===== config.mk =====
export PLATFORM = sky130hd
export DESIGN_NAME = ulpi_reg_seq_flat
export DESIGN_NICKNAME = d
export VERILOG_FILES = /design/src/rtl/ulpi_reg_seq_if.sv /design/src/rtl/ulpi_reg_seq.sv /design/src/flat_wrapper.sv
export SDC_FILE = /design/constraint.sdc
export NUM_CORES = 1
export LEC_CHECK = 0
export ABC_AREA = 1
export CORE_MARGIN = 3
export CORE_UTILIZATION = 55
export CTS_CLUSTER_SIZE = 30
export DETAILED_ROUTE_END_ITERATION = 6
export PLACE_DENSITY = 0.95
export SLEW_MARGIN = 20
export SYNTH_ARGS = -nofsm -noshare
export SYNTH_HDL_FRONTEND = slang
export SYNTH_SLANG_ARGS = --single-unit
export TNS_END_PERCENT = 5

===== constraint.sdc =====
create_clock -name clk_i -period 3.8 [get_ports clk_i]
set_input_delay 0.57 -clock clk_i [delete_from_list [all_inputs] [get_ports clk_i]]
set_output_delay 0.57 -clock clk_i [all_outputs]
set_load 0.05 [all_outputs]

===== src/rtl/ulpi_reg_seq_if.sv =====
// Register-port bus between the ULPI init sequencer (master) and the ULPI wrapper (slave).
// One request at a time: stb/addr/we/data are held until ack, and read data is valid with ack.
interface ulpi_reg_seq_if;
  logic [7:0] reg_addr_o;
  logic       reg_stb_o;
  logic       reg_we_o;
  logic [7:0] reg_data_o;
  logic [7:0] reg_data_i;
  logic       reg_ack_i;

  modport master (
    output reg_addr_o,
    output reg_stb_o,
    output reg_we_o,
    output reg_data_o,
    input  reg_data_i,
    input  reg_ack_i
  );

  modport slave (
    input  reg_addr_o,
    input  reg_stb_o,
    input  reg_we_o,
    input  reg_data_o,
    output reg_data_i,
    output reg_ack_i
  );
endinterface


===== src/rtl/ulpi_reg_seq.sv =====
// ULPI PHY bring-up sequencer: reads the vendor/product ID, programs Function Control and verifies
// it. Define ULPI_REG_SEQ_SCRATCH_EN to append a write/readback check of the Scratch register.
module ulpi_reg_seq #(
  parameter logic [7:0]  FUNC_CTRL_VAL = 8'h41,
  parameter int unsigned TIMEOUT_CYC   = 255
) (
  input  logic           clk_i,
  input  logic           rst_i,
  input  logic           start_i,
  ulpi_reg_seq_if.master bus,
  output logic           busy_o,
  output logic           done_o,
  output logic           err_o,
  output logic [1:0]     err_code_o,
  output logic [31:0]    phy_id_o,
  output logic [7:0]     func_ctrl_o
);

  localparam logic [2:0] StIdle    = 3'd0;
  localparam logic [2:0] StIssue   = 3'd1;
  localparam logic [2:0] StWaitAck = 3'd2;
  localparam logic [2:0] StGap     = 3'd3;
  localparam logic [2:0] StDone    = 3'd4;
  localparam logic [2:0] StError   = 3'd5;

  localparam logic [1:0] ErrNone    = 2'd0;
  localparam logic [1:0] ErrTimeout = 2'd1;
  localparam logic [1:0] ErrFuncCtl = 2'd2;
`ifdef ULPI_REG_SEQ_SCRATCH_EN
  localparam logic [1:0] ErrScratch = 2'd3;
  localparam logic [7:0] ScratchVal = 8'h5A;
  localparam logic [7:0] ScratchReg = 8'h16;
  localparam logic [2:0] LastStep   = 3'd7;
`else
  localparam logic [2:0] LastStep   = 3'd5;
`endif

  localparam logic [7:0]  FuncCtlReg = 8'h04;
  localparam logic [15:0] TimeoutCnt = 16'(TIMEOUT_CYC);

  logic [2:0]  state_q, state_d;
  logic [2:0]  step_q, step_d;
  logic [15:0] cnt_q, cnt_d;
  logic        stb_q, stb_d;
  logic        we_q, we_d;
  logic [7:0]  addr_q, addr_d;
  logic [7:0]  wdata_q, wdata_d;
  logic [1:0]  err_code_q, err_code_d;
  logic [31:0] phy_id_q, phy_id_d;
  logic [7:0]  func_ctrl_q, func_ctrl_d;

  logic [7:0]  step_addr;
  logic        step_we;
  logic [7:0]  step_data;
  logic        ack_ok;

  // Fixed step table; read steps drive zero on the data bus.
  always_comb begin
    step_addr = 8'h00;
    step_we   = 1'b0;
    step_data = 8'h00;
    case (step_q)
      3'd0, 3'd1, 3'd2, 3'd3: step_addr = {6'd0, step_q[1:0]};
      3'd4: begin
        step_addr = FuncCtlReg;
        step_we   = 1'b1;
        step_data = FUNC_CTRL_VAL;
      end
      3'd5: step_addr = FuncCtlReg;
`ifdef ULPI_REG_SEQ_SCRATCH_EN
      3'd6: begin
        step_addr = ScratchReg;
        step_we   = 1'b1;
        step_data = ScratchVal;
      end
      3'd7: step_addr = ScratchReg;
`endif
      default: step_addr = 8'h00;
    endcase
  end

  // An ack only counts while a request is actually on the bus.
  assign ack_ok = (state_q == StWaitAck) && stb_q && bus.reg_ack_i;

  always_comb begin
    state_d     = state_q;
    step_d      = step_q;
    cnt_d       = cnt_q;
    stb_d       = stb_q;
    we_d        = we_q;
    addr_d      = addr_q;
    wdata_d     = wdata_q;
    err_code_d  = err_code_q;
    phy_id_d    = phy_id_q;
    func_ctrl_d = func_ctrl_q;

    case (state_q)
      StIdle, StDone, StError: begin
        if (start_i) begin
          state_d    = StIssue;
          step_d     = 3'd0;
          err_code_d = ErrNone;
        end
      end
      StIssue: begin
        addr_d  = step_addr;
        we_d    = step_we;
        wdata_d = step_data;
        stb_d   = 1'b1;
        cnt_d   = 16'd0;
        state_d = StWaitAck;
      end
      StWaitAck: begin
        if (ack_ok) begin
          stb_d = 1'b0;
          if (!we_q) begin
            if (step_q <= 3'd3) begin
              phy_id_d[{step_q[1:0], 3'b000} +: 8] = bus.reg_data_i;
            end else if (step_q == 3'd5) begin
              func_ctrl_d = bus.reg_data_i;
            end
          end
          if (step_q == 3'd5 && bus.reg_data_i != FUNC_CTRL_VAL) begin
            state_d    = StError;
            err_code_d = ErrFuncCtl;
          end
`ifdef ULPI_REG_SEQ_SCRATCH_EN
          else if (step_q == 3'd7 && bus.reg_data_i != ScratchVal) begin
            state_d    = StError;
            err_code_d = ErrScratch;
          end
`endif
          else if (step_q == LastStep) begin
            state_d = StDone;
          end else begin
            state_d = StGap;
          end
        end else if (cnt_q == TimeoutCnt) begin
          stb_d      = 1'b0;
          state_d    = StError;
          err_code_d = ErrTimeout;
        end else begin
          cnt_d = cnt_q + 16'd1;
        end
      end
      StGap: begin
        step_d  = step_q + 3'd1;
        state_d = StIssue;
      end
      default: state_d = StIdle;
    endcase
  end

  always_ff @(posedge clk_i) begin
    if (rst_i) begin
      state_q     <= StIdle;
      step_q      <= 3'd0;
      cnt_q       <= 16'd0;
      stb_q       <= 1'b0;
      we_q        <= 1'b0;
      addr_q      <= 8'h00;
      wdata_q     <= 8'h00;
      err_code_q  <= ErrNone;
      phy_id_q    <= 32'h0;
      func_ctrl_q <= 8'h00;
    end else begin
      state_q     <= state_d;
      step_q      <= step_d;
      cnt_q       <= cnt_d;
      stb_q       <= stb_d;
      we_q        <= we_d;
      addr_q      <= addr_d;
      wdata_q     <= wdata_d;
      err_code_q  <= err_code_d;
      phy_id_q    <= phy_id_d;
      func_ctrl_q <= func_ctrl_d;
    end
  end

  assign bus.reg_addr_o = addr_q;
  assign bus.reg_stb_o  = stb_q;
  assign bus.reg_we_o   = we_q;
  assign bus.reg_data_o = wdata_q;

  assign busy_o      = (state_q == StIssue) || (state_q == StWaitAck) || (state_q == StGap);
  assign done_o      = (state_q == StDone);
  assign err_o       = (state_q == StError);
  assign err_code_o  = err_code_q;
  assign phy_id_o    = phy_id_q;
  assign func_ctrl_o = func_ctrl_q;

endmodule


===== src/flat_wrapper.sv =====
// flat-port wrapper written by rule: the top's interface ports become plain ports
module ulpi_reg_seq_flat 
#(
  parameter logic [7:0]  FUNC_CTRL_VAL = 8'h41,
  parameter int unsigned TIMEOUT_CYC   = 255
)
  (clk_i, rst_i, start_i, busy_o, done_o, err_o, err_code_o, phy_id_o, func_ctrl_o, bus_reg_addr_o, bus_reg_stb_o, bus_reg_we_o, bus_reg_data_o, bus_reg_data_i, bus_reg_ack_i);
  ulpi_reg_seq_if bus_i ();
  input  logic clk_i;
  input  logic rst_i;
  input  logic start_i;
  output logic busy_o;
  output logic done_o;
  output logic err_o;
  output logic [1:0] err_code_o;
  output logic [31:0] phy_id_o;
  output logic [7:0] func_ctrl_o;
  output wire logic [$bits(bus_i.reg_addr_o)-1:0] bus_reg_addr_o;
  output wire logic [$bits(bus_i.reg_stb_o)-1:0] bus_reg_stb_o;
  output wire logic [$bits(bus_i.reg_we_o)-1:0] bus_reg_we_o;
  output wire logic [$bits(bus_i.reg_data_o)-1:0] bus_reg_data_o;
  input wire logic [$bits(bus_i.reg_data_i)-1:0] bus_reg_data_i;
  input wire logic [$bits(bus_i.reg_ack_i)-1:0] bus_reg_ack_i;
  assign bus_reg_addr_o = bus_i.reg_addr_o;
  assign bus_reg_stb_o = bus_i.reg_stb_o;
  assign bus_reg_we_o = bus_i.reg_we_o;
  assign bus_reg_data_o = bus_i.reg_data_o;
  assign bus_i.reg_data_i = bus_reg_data_i;
  assign bus_i.reg_ack_i = bus_reg_ack_i;
  ulpi_reg_seq #(.FUNC_CTRL_VAL(FUNC_CTRL_VAL), .TIMEOUT_CYC(TIMEOUT_CYC)) u_core (.clk_i(clk_i), .rst_i(rst_i), .start_i(start_i), .bus(bus_i), .busy_o(busy_o), .done_o(done_o), .err_o(err_o), .err_code_o(err_code_o), .phy_id_o(phy_id_o), .func_ctrl_o(func_ctrl_o));
endmodule

==> metrics.md <==
| Metric | Value |
|---|---|
| Synth top area cells | `dfxtp_1 (39%), nand2_1 (12%), nor2_1 (9.5%)` |
| Synth area leader | `dfxtp_1` |
| Buffer and inverter count on the worst path | `2` |
| Most common cell in the synthesized netlist | `nand2_1` |
| Critical Path Fanout Max | `16` |
| Synth top area share | `39.47%` |
| Status | `completed` |
| R2R depth | `8` |
| Yosys warns | `0` |
| Die Y | `85.77 µm` |
| Number of diodes | `0` |
| H-tree Lvls | `3` |
| CTS tree | `yes` |
| Via density | `5.350` |
| Final min period | `2646 ps` |
| CP Capture Type | `flip-flop` |
| GRT Total Usage | `25.33%` |
| DR vias | `approximately 3.5k` |
| CP startpoint kind | `flip-flop` |
| Synth Flop Type | `dfxtp_1` |
| Synth Area in Compound Gates | `13.59%` |
| RSZ-0062 raised after global routing | `no` |
| FP Rows | `28` |
| Setup TNS | `0 ps` |
| Final-report setup violation count | `0` |
| FF+latch count, synth | `69` |
| Hold buffer count at CTS | `0` |
| Fill count | `486` |
| Layout cells sized above 1 | `5.641%` |
| Fin Clk Skew | `6.145 ps` |
| Root buf cell | `clkbuf_8` |
| Max VDD drop | `around 0.50 mV` |
| Crit path depth | `8` |
| HPWL after DPL | `6.420 mm` |
| Worst path slowest cell | `dfxtp_1` |
| Routability cong. | `around 0.94` |
| PD cells | `approximately 520 mW/mm²` |
| GR peak layer | `met2` |
| Grt ovf | `0` |
| Initial Utilization | `58.08%` |
| Pins over their slew limit | `0` |
| Port Buf Inserts | `between 60 and 70` |
| Arrival time worst endpoint | `roughly 2900 ps` |
| Post-CTS Resized | `0` |
| First-pass GRT wire length | `about 15 mm` |
| Synth Instances | `523` |
| Area of the die | `0.007356 mm²` |
| Hold Path Class | `flip-flop to flip-flop` |
| Synth Area in Adders | `2.503%` |
| Clk buf depth | `2` |
| CP top delay family | `simple AND/OR/NAND/NOR gates` |
| DR WL/cell | `around 14 µm` |
| Cts bufs inserted | `9` |
| CP peak stage delay | `630 ps` |
| I/O pins | `75` |
| Core Footprint | `roughly 0.0060 mm²` |
| NumNets Final | `600` |
| Worst hold slack | `about 440 ps` |
| Leak Pwr | `0.001685 µW` |
| Slew at the pin closest to its max-slew limit | `772.3 ps` |
| EDFF count, synth | `0` |
| Post-synth ARST share | `0%` |
| Cell repeated most along the worst path | `nor2_1` |
| Max_slew headroom | `between 40% and 50%` |
| Largest net degree at the start of global routing | `38` |
| Inst Count DP | `645` |
| GR Util met2 | `42.09%` |
| Register area share after synthesis | `39.47%` |
| # DRC | `0` |
| Router iterations before antenna repair | `5` |
| Worst path required time | `4090 ps` |
| Area Growth Syn to Fin | `23.42%` |
| Met3 Usage GRT | `5.476%` |
| R2R setup slack | `1150 ps` |
| Grt met1 use | `a little under a third` |
| Synth Area in Simple Gates | `31.68%` |
| Period utilisation layout | `69.64%` |
| Max Cap Violations | `0` |
| Largest family of logic cells by synthesized area | `simple AND/OR/NAND/NOR gates` |
| Crit-path cells | `inv_1 -> ha_1 -> clkinv_1 -> nor2_1 -> nand3_1 -> nand2_1 -> o21ai_0 -> nor2_1` |
| Worst setup path class | `flip-flop to flip-flop` |
| FF+latch area | `0.001381 mm²` |
| Clk slew on worst S/H paths | `around 70 ps` |
| Xor and xnor fraction of the mapped netlist area | `about 1.3%` |
| Post-CTS setup repair buffer count | `0` |
| Yosys cell types | `32` |
| Fraction of synthesized area in multiplexers | `0%` |
| Die width | `85.77 µm` |
| Multi-input gate area | `0.001757 mm²` |
| Detailed Route WL | `a little under 9 mm` |
| Initial antenna violation count | `0` |
| Most frequent cells after synthesis | `nand2_1 (115), nor2_1 (89), dfxtp_1 (69)` |
| Mapped Avg Cell Area | `6.691 µm²` |
| Reg2reg end | `u_core.phy_id_o[23]` |
| Routed Antenna Nets | `0` |
| CP startpoint | `u_core.step_q[0]` |
| Number of global-route vias before repair | `3343` |
| R2r startpoint | `u_core.step_q[0]` |
| Non-Filler Instances | `660` |
| Synthesized cell area | `0.003500 mm²` |
| Final hold violation count | `0` |
| Initial DRC count | `393` |
| Clock sinks | `69` |
| Crit path to | `u_core.phy_id_o[23]` |
| Peak Freq | `0.3779 GHz` |
| Clock latency on the worst-skew pair | `~350 ps` |
## worst min path at each step
stage,from,end,slack [ps],depth (start not counted)
floorplan,u_core.cnt_q[4],u_core.cnt_q[4],450,2
global placement,u_core.err_code_o[1],u_core.err_code_o[1],440,2
detailed placement,u_core.err_code_o[1],u_core.err_code_o[1],440,2
CTS,u_core.err_code_o[1],u_core.err_code_o[1],450,2
global route,u_core.func_ctrl_o[7],u_core.func_ctrl_o[7],460,2
finish,u_core.err_code_o[1],u_core.err_code_o[1],440,2
## cell usage in the layout (no fill, tap or decap)
cell             count
nand3_2              2
nor2_1              89
o21a_1               1
a21oi_1             55
ha_1                 7
clkinv_1             1
nor3_1               4
nand4_1              9
o21ai_0             29
or2_2                1
nand3_1             29
nand2_4              1
o21ai_1              5
nor2_4               4
clkinv_4             1
bufinv_16            2
a31oi_1              1
buf_4                1
nand3b_1             1
clkdlybuf4s50_1     63
dfxtp_1             69
nor2_2               1
nand2_2              3
inv_1               56
o21bai_1             1
and3_1               1
clkinv_2             1
clkbuf_8            10
nand2_1            115
a21oi_2              1
conb_1              11
inv_6                1
xor2_1               5
inv_2                4
## worst min-delay path, stage by stage, from the launching register on
cell	delay, ps
dfxtp_1	310
inv_1	50
a21oi_1	50
## power breakdown
group	internal, µW	leakage (µW)	switching [µW]
combinational	214	0.00101	539
sequential	772	0.000557	54.3
clock	386	0.000113	279
total	1370	0.00168	873
## final cells by class
cell class / instances / share of cell area [%]
clock inverters: 5 / 1.912
multi-input cells: 376 / 40.67
well taps: 75 / 2.173
inverters: 61 / 5.301
clock buffers: 10 / 3.187
flip-flops and latches: 69 / 31.98
repair buffers: 64 / 14.77
## kinds of logic (layout without fill, tap and decap cells)
kind of cell	count (synthesis)	in the layout
AND/OR/NAND/NOR	260	260
AO/OA/AOI/OAI	93	93
buffers and inverters	88	140
flip-flops	69	69
adder cells (fa/ha/maj)	7	7
XOR/XNOR	5	5
other	1	11
## registers in the layout, summed over array words and instances (netlist names)
name and flops:
u_core.bus.reg_addr_o 3, u_core.bus.reg_data_o 1, u_core.bus.reg_stb_o 1, u_core.cnt_q 16
u_core.err_code_o 2, u_core.func_ctrl_o 8, u_core.phy_id_o 32, u_core.state_q 3
u_core.step_q 3
## per-layer routing
metal  share of wire (%)  vias up
met3                 8.0       26
met5                   0        -
li1                    -     1749
met2                  47      175
met4                 2.5        0
met1                  42     1581
## per-stage QoR
stage	cell area (µm²)	total power [µW]	util, %	setup WS (ps)
2_1_floorplan	3537	1426	-	1973
3_3_place_gp	4099	1561	68.02	1409
3_5_place_dp	4099	1578	68.02	1265
4_1_cts	4319	2237	71.68	1200
5_1_grt	4319	2350	71.68	867.4
6_report	4319	2245	71.68	1154
No activity file was read; power rests on OpenSTA's default activity.
==> edit 1, RTL diff (same settings) <==
Make the reset (`rst_i`) asynchronous in one clocked block.
--- a/src/rtl/ulpi_reg_seq.sv
+++ b/src/rtl/ulpi_reg_seq.sv
@@ -151,7 +151,7 @@
     endcase
   end
 
-  always_ff @(posedge clk_i) begin
+  always_ff @(posedge clk_i or posedge rst_i) begin
     if (rst_i) begin
       state_q     <= StIdle;
       step_q      <= 3'd0;
Function: differs if rst_i is asserted again (counterexample within 4 cycles, from zero or initial values and one cycle with rst_i high); with rst_i held inactive, the same outputs for 10 cycles.
==> edit 1 against the original RTL <==
Area after synthesis is 8.3% higher; register-to-register slack improved by 170 ps; critical path depth is 4 lower; clock power is 3.8% lower; non-clock buffer count is 1 higher; total power grew 37%; setup slack about the same; synthesized cell count is 16% lower; sequential cell count is the same; first-iteration DRC count decreased by 58%; wire length is 3.6% higher; final area grew 6.0%; fmax about the same; largest power group is now combinational cells.
==> edit 1: results (changes against the original RTL) <==
Parameter                              Value

Run status
  Outcome    finished clean

Hold path
  Hold EP    u_core.phy_id_o[20]$_DFFE_PP0P_
  Critical hold path startpoint    u_core.phy_id_o[20]$_DFFE_PP0P_

Drt
  Drt pass-1 iters    7 (+2)
  Drt initial violations    166 (-58%)

Global routing
  Met1 usage    31.3% (+0.24 points)
  Met3 capacity usage during global routing    4.88% (-0.59 points)
  Met2 layer usage reported by global route    42.0% (-0.12 points)

Cells and area
  Nonclk inv count    37 (-39%)
  Ratio of cells with drive above 1 in the final layout    17.0% (+11 points)
  Finished Layout Cells    583 (-12%)
  Area occupied by multi-input gates    1760 µm² (+0.36%)
  Share of the final layout cell area in multi-input gates    38.5% (-2.2 points)
  Repair and plain buffers    65 (+1.6%)
  Signal buffers share of area    14.1% (-0.68 points)
  Combined flip-flop and latch cell area    1730 µm² (+25%)

Worst setup path
  Library cell contributing the largest single delay on the critical path    sky130_fd_sc_hd__clkdlybuf4s50_1
  Reg-to-Reg Start    u_core.step_q[0]$_DFFE_PP0P_
  Peak per-stage delay on the critical path    840 ps (+210 ps)
  Data arrival time at the worst-slack endpoint    2080 ps (-860 ps)
  Highest net fanout along the worst path    6 (-10)
  Worst reg2reg endpoint    u_core.phy_id_o[2]$_DFFE_PP0P_

Pwr
  Worst IR Drop VDD    443 µV (-12%)

STA
  Worst Skew    6.60 ps (+0.459 ps)
  Worst slew margin relative to its limit    45.0% (-3.5 points)

Synthesis
  Leading cell types by count after synthesis    sky130_fd_sc_hd__nand2_1 (129), sky130_fd_sc_hd__dfrtp_1 (69), sky130_fd_sc_hd__o21ai_2 (40)
  Number of distinct library cells after synthesis    33 (+3.1%)

Placed design
  Routability cong.    0.894 (-5.3%)
  Worst setup slack after placement    1340 ps (+72.5 ps)
  Half-perimeter wire length after placement    6.65 mm (+3.6%)
-- edit 1: changes by cell type in the layout (fill, tap and decap cells not counted), moves of 10 or more --
cell and change:
sky130_fd_sc_hd__o21ai_0 -25, sky130_fd_sc_hd__inv_1 -30, sky130_fd_sc_hd__a21oi_1 -53, sky130_fd_sc_hd__dfrtp_1 +69
sky130_fd_sc_hd__dfxtp_1 -69, sky130_fd_sc_hd__nand2_1 +14, sky130_fd_sc_hd__nor2_1 -60, sky130_fd_sc_hd__nor3_1 +10
sky130_fd_sc_hd__o21ai_2 +40
-- edit 1: power by group through the flow --
stage          clock [mW]  sequential (mW)  combinational (mW)
2_1_floorplan           0             1.26               0.802
3_3_place_gp            0            0.980                1.40
3_5_place_dp            0            0.986                1.45
4_1_cts             0.640            0.976                1.46
5_1_grt             0.675            0.990                1.57
6_report            0.640            0.978                1.46
-- edit 1: worst max-delay path by stage --
stage,to,cells after the start
5_1_grt,u_core.phy_id_o[2]$_DFFE_PP0P_,6
2_1_floorplan,u_core.bus.reg_addr_o[0]$_DFFE_PP0N_,1
3_5_place_dp,u_core.phy_id_o[2]$_DFFE_PP0P_,6
3_3_place_gp,u_core.phy_id_o[4]$_DFFE_PP0P_,6
4_1_cts,err_o,4
6_report,err_o,4
-- edit 1: kinds of logic after synthesis --
logic type               after synthesis  synth area share [%]
buffers and inverters                 62                  8.88
adder cells (fa/ha/maj)                7                  2.31
other                                  1                0.0990
AND/OR/NAND/NOR                      232                  28.9
XOR/XNOR                               7                  1.62
flip-flops                            69                  45.6
AO/OA/AOI/OAI                         62                  12.6
-- edit 1: routing by layer --
layer	wire, µm	part of all wire (%)
met2	4690	51
met3	540	5.8
met1	3860	42
met5	0	0
met4	157	1.7
==> edit 2, RTL diff (config.mk and constraints unchanged) <==
Made on the original files. Add a define of `ULPI_REG_SEQ_SCRATCH_EN`.
--- a/src/rtl/ulpi_reg_seq.sv
+++ b/src/rtl/ulpi_reg_seq.sv
@@ -1,5 +1,7 @@
 // ULPI PHY bring-up sequencer: reads the vendor/product ID, programs Function Control and verifies
 // it. Define ULPI_REG_SEQ_SCRATCH_EN to append a write/readback check of the Scratch register.
+`define ULPI_REG_SEQ_SCRATCH_EN
+
 module ulpi_reg_seq #(
   parameter logic [7:0]  FUNC_CTRL_VAL = 8'h41,
   parameter int unsigned TIMEOUT_CYC   = 255
Formal check against the unedited RTL: no difference found for any inputs over 10 cycles, from zero or initial values and one cycle with rst_i high; that may be too few to reach the edited logic, so the function may still have changed.
==> edit 2 against the original RTL <==
Count of clock-buffer cells in the layout is 2 higher; setup slack gained 19 ps; final area increased by 1.1%; total power decreased by 4.4%; sequential cell count grew 3; area after synthesis up 1.6%; core utilization hardly changed; wire length grew 4.7%; highest routed layer unchanged.
==> edit 2: results (changes against the original RTL) <==
Parameter                              Value

Drt
  Total via count in the routed design    3600 (+2.0%)
  Routed wire length    9.35 mm (+4.7%)
  Drt initial violations    222 (-44%)
  Drt pass-1 iters    4 (-1)

Run status
  Outcome    finished clean

STA
  Worst Skew    7.92 ps (+1.78 ps)
  Peak clock frequency supported by timing    381 MHz (+0.71%)
  Worst slew margin relative to its limit    48.7% (+0.24 points)

Synthesis
  Number of distinct library cells after synthesis    34 (+6.3%)
  Top cells by area in the synthesized netlist    sky130_fd_sc_hd__dfxtp_1 (41%), sky130_fd_sc_hd__nand2_1 (11%), sky130_fd_sc_hd__a21oi_1 (7.9%)
  Proportion of synthesized chip area in sequential cells    40.5% (+1.0 points)

Pwr
  Switching power summed over all nets    0.864 mW (-0.94%)
  Lkg Pwr    1.72 nW (+2.2%)

Worst setup path
  Depth of the most critical reg-to-reg path    6 (-2)
  Highest net fanout along the worst path    20 (+4)
  Peak per-stage delay on the critical path    770 ps (+140 ps)
  Worst reg2reg endpoint    u_core.phy_id_o[21]$_SDFFE_PP0P_

Global routing
  Pin count of the biggest net entering global routing    33 (-13%)

Placed design
  IO Port Bufs    67 (+6.3%)
  Half-perimeter wire length after placement    6.70 mm (+4.4%)
  Routability cong.    0.879 (-6.9%)

Cells and area
  Final net count    585 (-2.5%)
  Ratio of cells with drive above 1 in the final layout    7.73% (+2.1 points)
  Layout filler cell count    519 (+6.8%)

Hold path
  Hold EP    u_core.func_ctrl_o[4]$_SDFFE_PP0P_
  Critical hold path startpoint    u_core.func_ctrl_o[4]$_SDFFE_PP0P_
edit 2: cell types whose count changed in the layout (fill, tap and decap cells not counted), sizes merged, moves of 4 or more:
cell / delta
nor2: -32
nand3: +17
nand2: -10
xor2: -5
clkdlybuf4s50: +4
conb: -4
nor3: +4
edit 2: kinds of logic (layout without fill, tap and decap cells):
group / after synthesis / count (layout) / share of synthesized area, %
flops: 72 / 72 / 40.5
buf+inv: 89 / 146 / 11.3
simple gates: 241 / 241 / 30.8
compound gates: 95 / 95 / 14.5
other cells: 1 / 7 / 0.105
fa+ha+maj: 8 / 8 / 2.81
edit 2: final cells by class:
cell class | count | area [µm²] | share of cell area (%)
Tap cell | 75 | 93.8 | 2.15
Inverter | 62 | 235 | 5.39
Clock inverter | 3 | 17.5 | 0.401
Timing Repair Buffer | 69 | 686 | 15.7
Multi-Input combinational cell | 351 | 1740 | 39.8
Clock buffer | 12 | 155 | 3.55
Sequential cell | 72 | 1440 | 33.0
edit 2: through the flow:
stage / hold WS (ps) / cells
after floorplan: 449 / 512
after CTS: 453 / 644
after global placement: 433 / 629
after global routing: 473 / 644
after detailed placement: 438 / 629
final: 449 / 644
edit 2: per-layer routing:
| metal | vias up | track usage, % | share of wire, % |
|---|---|---|---|
| met2 | 175 | 42.5 | 49 |
| met5 | - | 0 | 0 |
| met4 | 0 | 13.6 | 3.1 |
| met1 | 1645 | 31.9 | 41 |
| li1 | 1745 | - | - |
| met3 | 35 | 5.23 | 6.8 |
edit 2: power groups by stage:
stage                     Combinational, mW  Sequential (mW)  Clock [mW]
after CTS                             0.741            0.864       0.539
after global routing                  0.807            0.875       0.573
after detailed placement              0.733            0.881           0
after floorplan                       0.501            0.950           0
final                                 0.747            0.864       0.536
after global placement                0.715            0.879           0
edit 2: critical path, delay by kind of cell (launching register included):
family          cells  cell delay [ps]
buf+inv             2              400
flops               1              770
compound gates      1              200
fa+ha+maj           1              440
simple gates        2              730
edit 2: worst max path at each step:
| stage | start | end |
|---|---|---|
| finish | u_core.step_q[0]$_SDFFE_PP0P_ | u_core.phy_id_o[21]$_SDFFE_PP0P_ |
| global route | u_core.step_q[0]$_SDFFE_PP0P_ | u_core.phy_id_o[17]$_SDFFE_PP0P_ |
| CTS | u_core.step_q[0]$_SDFFE_PP0P_ | u_core.phy_id_o[21]$_SDFFE_PP0P_ |
| detailed placement | u_core.step_q[0]$_SDFFE_PP0P_ | u_core.phy_id_o[21]$_SDFFE_PP0P_ |
| global placement | u_core.step_q[0]$_SDFFE_PP0P_ | u_core.phy_id_o[22]$_SDFFE_PP0P_ |
| floorplan | u_core.state_q[1]$_SDFFE_PP0P_ | busy_o |
